`config.mk`:
```
export PLATFORM = sky130hd
export DESIGN_NAME = serial_mouse_encoder
export DESIGN_NICKNAME = d
export VERILOG_FILES = /design/src/rtl/serial_mouse_encoder.sv
export SDC_FILE = /design/constraint.sdc
export NUM_CORES = 1
export LEC_CHECK = 0
export BUFFER_PORTS_ARGS = -buffer_cell sky130_fd_sc_hd__buf_2
export CORE_MARGIN = 1.5
export CORE_UTILIZATION = 56
export DETAILED_ROUTE_END_ITERATION = 7
export GPL_ROUTABILITY_DRIVEN = 0
export MAX_ROUTING_LAYER = met4
export PLACE_DENSITY = 0.78
export REMOVE_ABC_BUFFERS = 1
export SYNTH_ARGS = -nofsm -noshare
export SYNTH_HDL_FRONTEND = slang
export SYNTH_SLANG_ARGS = --single-unit
export TNS_END_PERCENT = 50
```
`constraint.sdc`:
```
create_clock -name iClk -period 4.63 [get_ports iClk]
set_input_delay 0.6945 -clock iClk [delete_from_list [all_inputs] [get_ports iClk]]
set_output_delay 0.6945 -clock iClk [all_outputs]
set_load 0.005 [all_outputs]
```
`src/rtl/serial_mouse_encoder.sv`:
```
// Microsoft serial-mouse byte source: accumulates relative motion and buttons and
// presents identification / 3-byte packets to the UART receive path, one byte per handshake.
module serial_mouse_encoder #(
    parameter int unsigned BYTE_GAP = 8333,
    parameter int unsigned ACC_W    = 10
) (
    input  logic              iClk,
    input  logic              iRstN,
    input  logic              iMove,
    input  logic signed [8:0] iDx,
    input  logic signed [8:0] iDy,
    input  logic              iBtnL,
    input  logic              iBtnR,
    input  logic              iIdent,
    output logic [7:0]        oData,
    output logic              oValid,
    input  logic              iTaken
);
    localparam int unsigned EW    = ACC_W + 2;
    localparam int unsigned CNT_W = (BYTE_GAP > 1) ? $clog2(BYTE_GAP) : 1;
    localparam logic [CNT_W-1:0] GAP_LOAD = CNT_W'(BYTE_GAP - 1);
    localparam logic signed [ACC_W-1:0] CMAX = ACC_W'(127);
    localparam logic signed [ACC_W-1:0] CMIN = ACC_W'(-128);

    typedef enum logic [2:0] {S_IDLE, S_IDENT, S_B1, S_B2, S_B3, S_GAP} state_t;

    state_t                  state_q, state_d, next_q, next_d;
    logic [CNT_W-1:0]        cnt_q, cnt_d;
    logic signed [ACC_W-1:0] accx_q, accx_d, accy_q, accy_d;
    logic signed [7:0]       px_q, px_d, py_q, py_d;
    logic                    pl_q, pl_d, pr_q, pr_d;
    logic [1:0]              btn_q, last_q, last_d;

    logic                    latch;
    logic signed [7:0]       cx, cy;
    logic signed [EW-1:0]    mvx, mvy, subx, suby;

    function automatic logic signed [ACC_W-1:0] sat_acc(input logic signed [EW-1:0] v);
        logic signed [EW-1:0] hi, lo;
        hi = {3'b000, {(ACC_W-1){1'b1}}};
        lo = {3'b111, {(ACC_W-1){1'b0}}};
        if (v > hi) return hi[ACC_W-1:0];
        if (v < lo) return lo[ACC_W-1:0];
        return v[ACC_W-1:0];
    endfunction

    function automatic logic signed [7:0] clamp8(input logic signed [ACC_W-1:0] v);
        if (v > CMAX) return 8'h7F;
        if (v < CMIN) return 8'h80;
        return v[7:0];
    endfunction

    function automatic logic signed [EW-1:0] sx_acc(input logic signed [ACC_W-1:0] v);
        return {{2{v[ACC_W-1]}}, v};
    endfunction

    function automatic logic signed [EW-1:0] sx9(input logic signed [8:0] v);
        return {{(EW-9){v[8]}}, v};
    endfunction

    function automatic logic signed [EW-1:0] sx8(input logic signed [7:0] v);
        return {{(EW-8){v[7]}}, v};
    endfunction

    always_comb begin
        state_d = state_q;
        next_d  = next_q;
        cnt_d   = cnt_q;
        px_d    = px_q;
        py_d    = py_q;
        pl_d    = pl_q;
        pr_d    = pr_q;
        last_d  = last_q;
        oValid  = 1'b0;
        oData   = '0;

        // Latch subtracts the clamped packet value and adds concurrent motion in one step,
        // so the residual and any same-cycle delta both survive.
        cx     = clamp8(accx_q);
        cy     = clamp8(accy_q);
        latch  = (state_q == S_IDLE) && ((accx_q != '0) || (accy_q != '0) || (btn_q != last_q));
        mvx    = iMove ? sx9(iDx) : '0;
        mvy    = iMove ? sx9(iDy) : '0;
        subx   = latch ? sx8(cx) : '0;
        suby   = latch ? sx8(cy) : '0;
        accx_d = sat_acc(sx_acc(accx_q) - subx + mvx);
        accy_d = sat_acc(sx_acc(accy_q) - suby + mvy);

        case (state_q)
            S_IDLE: begin
                if (latch) begin
                    px_d    = cx;
                    py_d    = cy;
                    pl_d    = btn_q[1];
                    pr_d    = btn_q[0];
                    last_d  = btn_q;
                    state_d = S_B1;
                end
            end
            S_IDENT: begin
                oValid = 1'b1;
                oData  = 8'h4D;
                if (iTaken) begin
                    state_d = S_GAP;
                    next_d  = S_IDLE;
                    cnt_d   = GAP_LOAD;
                end
            end
            S_B1: begin
                oValid = 1'b1;
                oData  = {2'b01, pl_q, pr_q, py_q[7:6], px_q[7:6]};
                if (iTaken) begin
                    state_d = S_GAP;
                    next_d  = S_B2;
                    cnt_d   = GAP_LOAD;
                end
            end
            S_B2: begin
                oValid = 1'b1;
                oData  = {2'b00, px_q[5:0]};
                if (iTaken) begin
                    state_d = S_GAP;
                    next_d  = S_B3;
                    cnt_d   = GAP_LOAD;
                end
            end
            S_B3: begin
                oValid = 1'b1;
                oData  = {2'b00, py_q[5:0]};
                if (iTaken) begin
                    state_d = S_GAP;
                    next_d  = S_IDLE;
                    cnt_d   = GAP_LOAD;
                end
            end
            S_GAP: begin
                // Leave while the count steps 1->0 so the next byte shows BYTE_GAP cycles after the take.
                if (cnt_q <= CNT_W'(1)) begin
                    state_d = next_q;
                    cnt_d   = '0;
                end else begin
                    cnt_d = cnt_q - 1'b1;
                end
            end
            default: state_d = S_IDLE;
        endcase

        if (iIdent) begin
            state_d = S_IDENT;
            next_d  = S_IDLE;
            cnt_d   = '0;
            accx_d  = '0;
            accy_d  = '0;
            last_d  = '0;
        end
    end

    always_ff @(posedge iClk or negedge iRstN) begin
        if (!iRstN) begin
            state_q <= S_IDLE;
            next_q  <= S_IDLE;
            cnt_q   <= '0;
            accx_q  <= '0;
            accy_q  <= '0;
            px_q    <= '0;
            py_q    <= '0;
            pl_q    <= 1'b0;
            pr_q    <= 1'b0;
            btn_q   <= '0;
            last_q  <= '0;
        end else begin
            state_q <= state_d;
            next_q  <= next_d;
            cnt_q   <= cnt_d;
            accx_q  <= accx_d;
            accy_q  <= accy_d;
            px_q    <= px_d;
            py_q    <= py_d;
            pl_q    <= pl_d;
            pr_q    <= pr_d;
            btn_q   <= {iBtnL, iBtnR};
            last_q  <= last_d;
        end
    end

endmodule

```
==> out/results.txt <==
The run finished with clean final reports. OpenSTA, run right after detailed placement, puts the worst setup slack at -0.248 ns. The synthesized netlist occupies a cell area of 4730 um2. For this run, the detailed router's first-pass iteration total came to 5. The biggest area contributor in the post-synthesis netlist is dfrtp_1. The worst hold path belongs to the class in2reg. The tools report the count of synthesis-stage warnings from yosys as 0. After detailed routing, the number of remaining DRC violations is 0. For this run, the post-layout net count is 677. The vias after detailed routing came out at 4,219.

The tools report the final hold violation count as 0. No sink is reached through more buffers than the 2 on the longest clock path. Along the worst path, the maximum fanout reaches 9.

After clock tree synthesis, the flow added hold-fix buffers numbering 0. After legalization and detailed placement, the total HPWL measured 8.43 mm. The logs give 0.0427 for the global-route met3 utilization and 0 for the max-slew violation count.

After global routing the overflow that remains totals 0. The top cell type's share of synthesized area came out at 0.323. Yosys mapped a number of flops with a built-in enable equal to 0.

The count of input and output buffers is 32. The post-synthesis average cell area is 8.56 um2. By startpoint and endpoint, the worst setup path is classified as reg2reg.

The total wire length after detailed routing is 11.2 mm. The worst-case headroom to the max-slew limit is 0.498, and the initial standard-cell utilization of the core is 0.576. The total number of placement rows came out at 33.

The data arrival at the endpoint of the critical path was 4.66 ns; the die outline area was 9010 um2. The placeable core region is 8220 um2. The gate count of the mapped netlist came out at 553. Width of the die: 94.9 um. TritonCTS built the clock tree. The via-per-instance ratio is 5.90. In the post-synthesis netlist, the biggest area contributors are dfrtp_1 32%, fa_1 8.5%, ha_1 6.9%. The worst path meets setup with 0.179 ns of slack.

Flop and latch count out of synthesis: 61. The I/O pin total was 34; the transition time of the tightest slew-check pin was 0.752 ns. The repair_antennas step left the layout with diodes totalling 0. Proportion of layout cells with a drive suffix above 1: 0.177. Static timing analysis puts the maximum clock frequency at 0.225 GHz. The number of different library cells in the post-synthesis netlist was 62; the wire length of the first global-routing pass was 18.1 mm. Max-cap violations in this run came to 0. After clock tree synthesis, the clock-pin slew on the worst setup and hold paths is 0.07 ns. The overall routing resource usage came out at 0.269. The busiest layer in global routing is met2. STA classifies the critical path startpoint as a register.

Clock skew on the completed layout was measured at 0.0123 ns. For the number of setup violations in the final report, the log shows 0. The floorplan step set the die height to 94.9 um.

The clock sink count was 61. For this run, the leading register cell type out of synthesis is dfrtp_1. STA puts the critical path data required time at 4.84 ns. The tools report the first-iteration detailed-routing DRC count as 233. The portion of the post-synthesis area used by sequential elements is 0.323, and the share of flip-flops with an asynchronous set or reset is 1.00. In the final routed layout, each cell accounts on average for 15.6 um. The run gives 62 as the pin count of the biggest net entering global routing. The tree is rooted in a clkbuf_8.

In this run the remaining antenna-violating nets after routing total 0. Buffers inserted during clock tree synthesis total 9. The tools report the number of global-route vias before repair as 3,939.

The capturing element type of the critical path was a register. The global-route track usage on met1 is 0.352, and the met2 capacity usage during global routing is 0.427. For the worst-skew pair, the clock arrives at the later sink with an insertion delay of 0.34 ns.

The final critical-path share of the clock period was 0.961. The clock tree synthesis step divided the H-tree into 3 levels. Area growth from synthesis to layout: 15.8%. The worst path in the final design needs a cycle of 4.45 ns, including I/O delays and setup. The initial antenna violation count came out at 0.
timing repair:
item,in CTS,in global routing
pin swaps,0,4
endpoints found under the setup margin,18,18
setup buffers,0,1
resized for setup,4,14
hold endpoints to repair,0,0
layout by cell type, fill, tap and decap left out, types with 5 or more instances in the layout:
master,Yosys,final
inv_1,67,67
dfrtp_1,61,61
nand2_1,54,54
o21ai_0,53,53
nor2_1,37,37
buf_2,2,32
buf_4,1,32
ha_1,26,26
a21oi_1,24,23
a21o_1,19,19
fa_1,20,18
nand3_1,18,17
xnor2_1,14,14
clkbuf_8,0,10
xor2_1,9,9
a221oi_1,12,9
nor3_1,10,9
o31ai_1,8,8
nor2b_1,8,8
o211ai_1,7,7
a31oi_1,5,5
cell families after synthesis:
kind of cell    synth area share
compound gates             0.233
simple gates               0.163
buf+inv                   0.0759
flops                      0.323
fa+ha+maj                  0.153
xor+xnor                  0.0426
mux                      0.00899
other cells             0.000792
through the flow:
stage / std cells / hold WS [ns] / TNS [ns] / util / cell area (um2)
after global routing: 715 / 0.465 / -0.0402 / 0.667 / 5480
after floorplan: 530 / 0.399 / -2.33 / - / 4630
final: 715 / 0.473 / 0 / 0.667 / 5480
after CTS: 714 / 0.465 / -0.00704 / 0.657 / 5400
after global placement: 699 / 0.461 / 0 / 0.628 / 5160
after detailed placement: 699 / 0.467 / -3.21 / 0.628 / 5160
per-layer routing:
layer / part of all wire / vias to the layer above
li1: - / 2049
met1: 0.45 / 2020
met2: 0.48 / 135
met3: 0.051 / 15
met4: 0.016 / 0
met5: 0 / -
Yosys cell counts (3+ instances only):
master    instances
inv_1            67
a21oi_1          24
a31oi_1           5
xnor2_1          14
dfrtp_1          61
o22ai_1           3
clkbuf_1         14
or2_2             4
o41ai_1           4
a221o_1           3
o211ai_1          7
buf_1             5
nor3_1           10
fa_1             20
and2_1            4
nor2b_1           8
nand3_1          18
o21a_1            3
nor2_1           37
nand2_1          54
a22oi_1           4
a21o_1           19
ha_1             26
a211oi_1          3
nor4_1            7
or3_1             4
o31ai_1           8
xor2_1            9
a221oi_1         12
o21ai_0          53
final cells by class:
class                           count  area [um2]
Multi-Input combinational cell    400        2940
Sequential cell                    61        1530
Inverter                           69         259
Fill cell                         642        2740
Clock buffer                       10         138
Timing Repair Buffer               65         412
Tap cell                          105         131
Clock inverter                      5        75.1
final timing paths:
| path | start | depth (start not counted) | slack, ns | endpoint |
|---|---|---|---|---|
| max in group asynchronous | iRstN | 2 | 3.62 | accy_q[6] |
| hold / removal | iBtnR | 1 | 0.47 | btn_q[0] |
| min in group asynchronous | iRstN | 2 | 0.50 | cnt_q[11] |
| hold reg to reg | px_q[5] | 1 | 0.48 | px_q[5] |
| setup / recovery | accy_q[0] | 14 | 0.18 | accy_q[4] |
| setup reg to reg | accy_q[0] | 14 | 0.18 | accy_q[4] |
state kept, by name, indices dropped and copies added (netlist names):
register	count
state_q	3
py_q	8
pl_q	1
last_q	2
next_q	2
accx_q	10
pr_q	1
btn_q	2
cnt_q	14
px_q	8
accy_q	10
worst max-delay path: stages, from the launching register on:
cell	delay [ns]
dfrtp_1	0.41
nor4_2	0.30
nand4_1	0.21
nor4_4	0.32
or3_4	0.24
a221o_1	0.19
fa_2	0.47
fa_2	0.43
a21oi_2	0.16
o22ai_1	0.13
o21a_1	0.22
a221o_1	0.33
or4b_2	0.66
nand3_4	0.14
o21ai_0	0.11
Power is left out: the tool's default activity adds up to more than one toggle a clock period on the data nets, which glitch-free logic cannot reach.
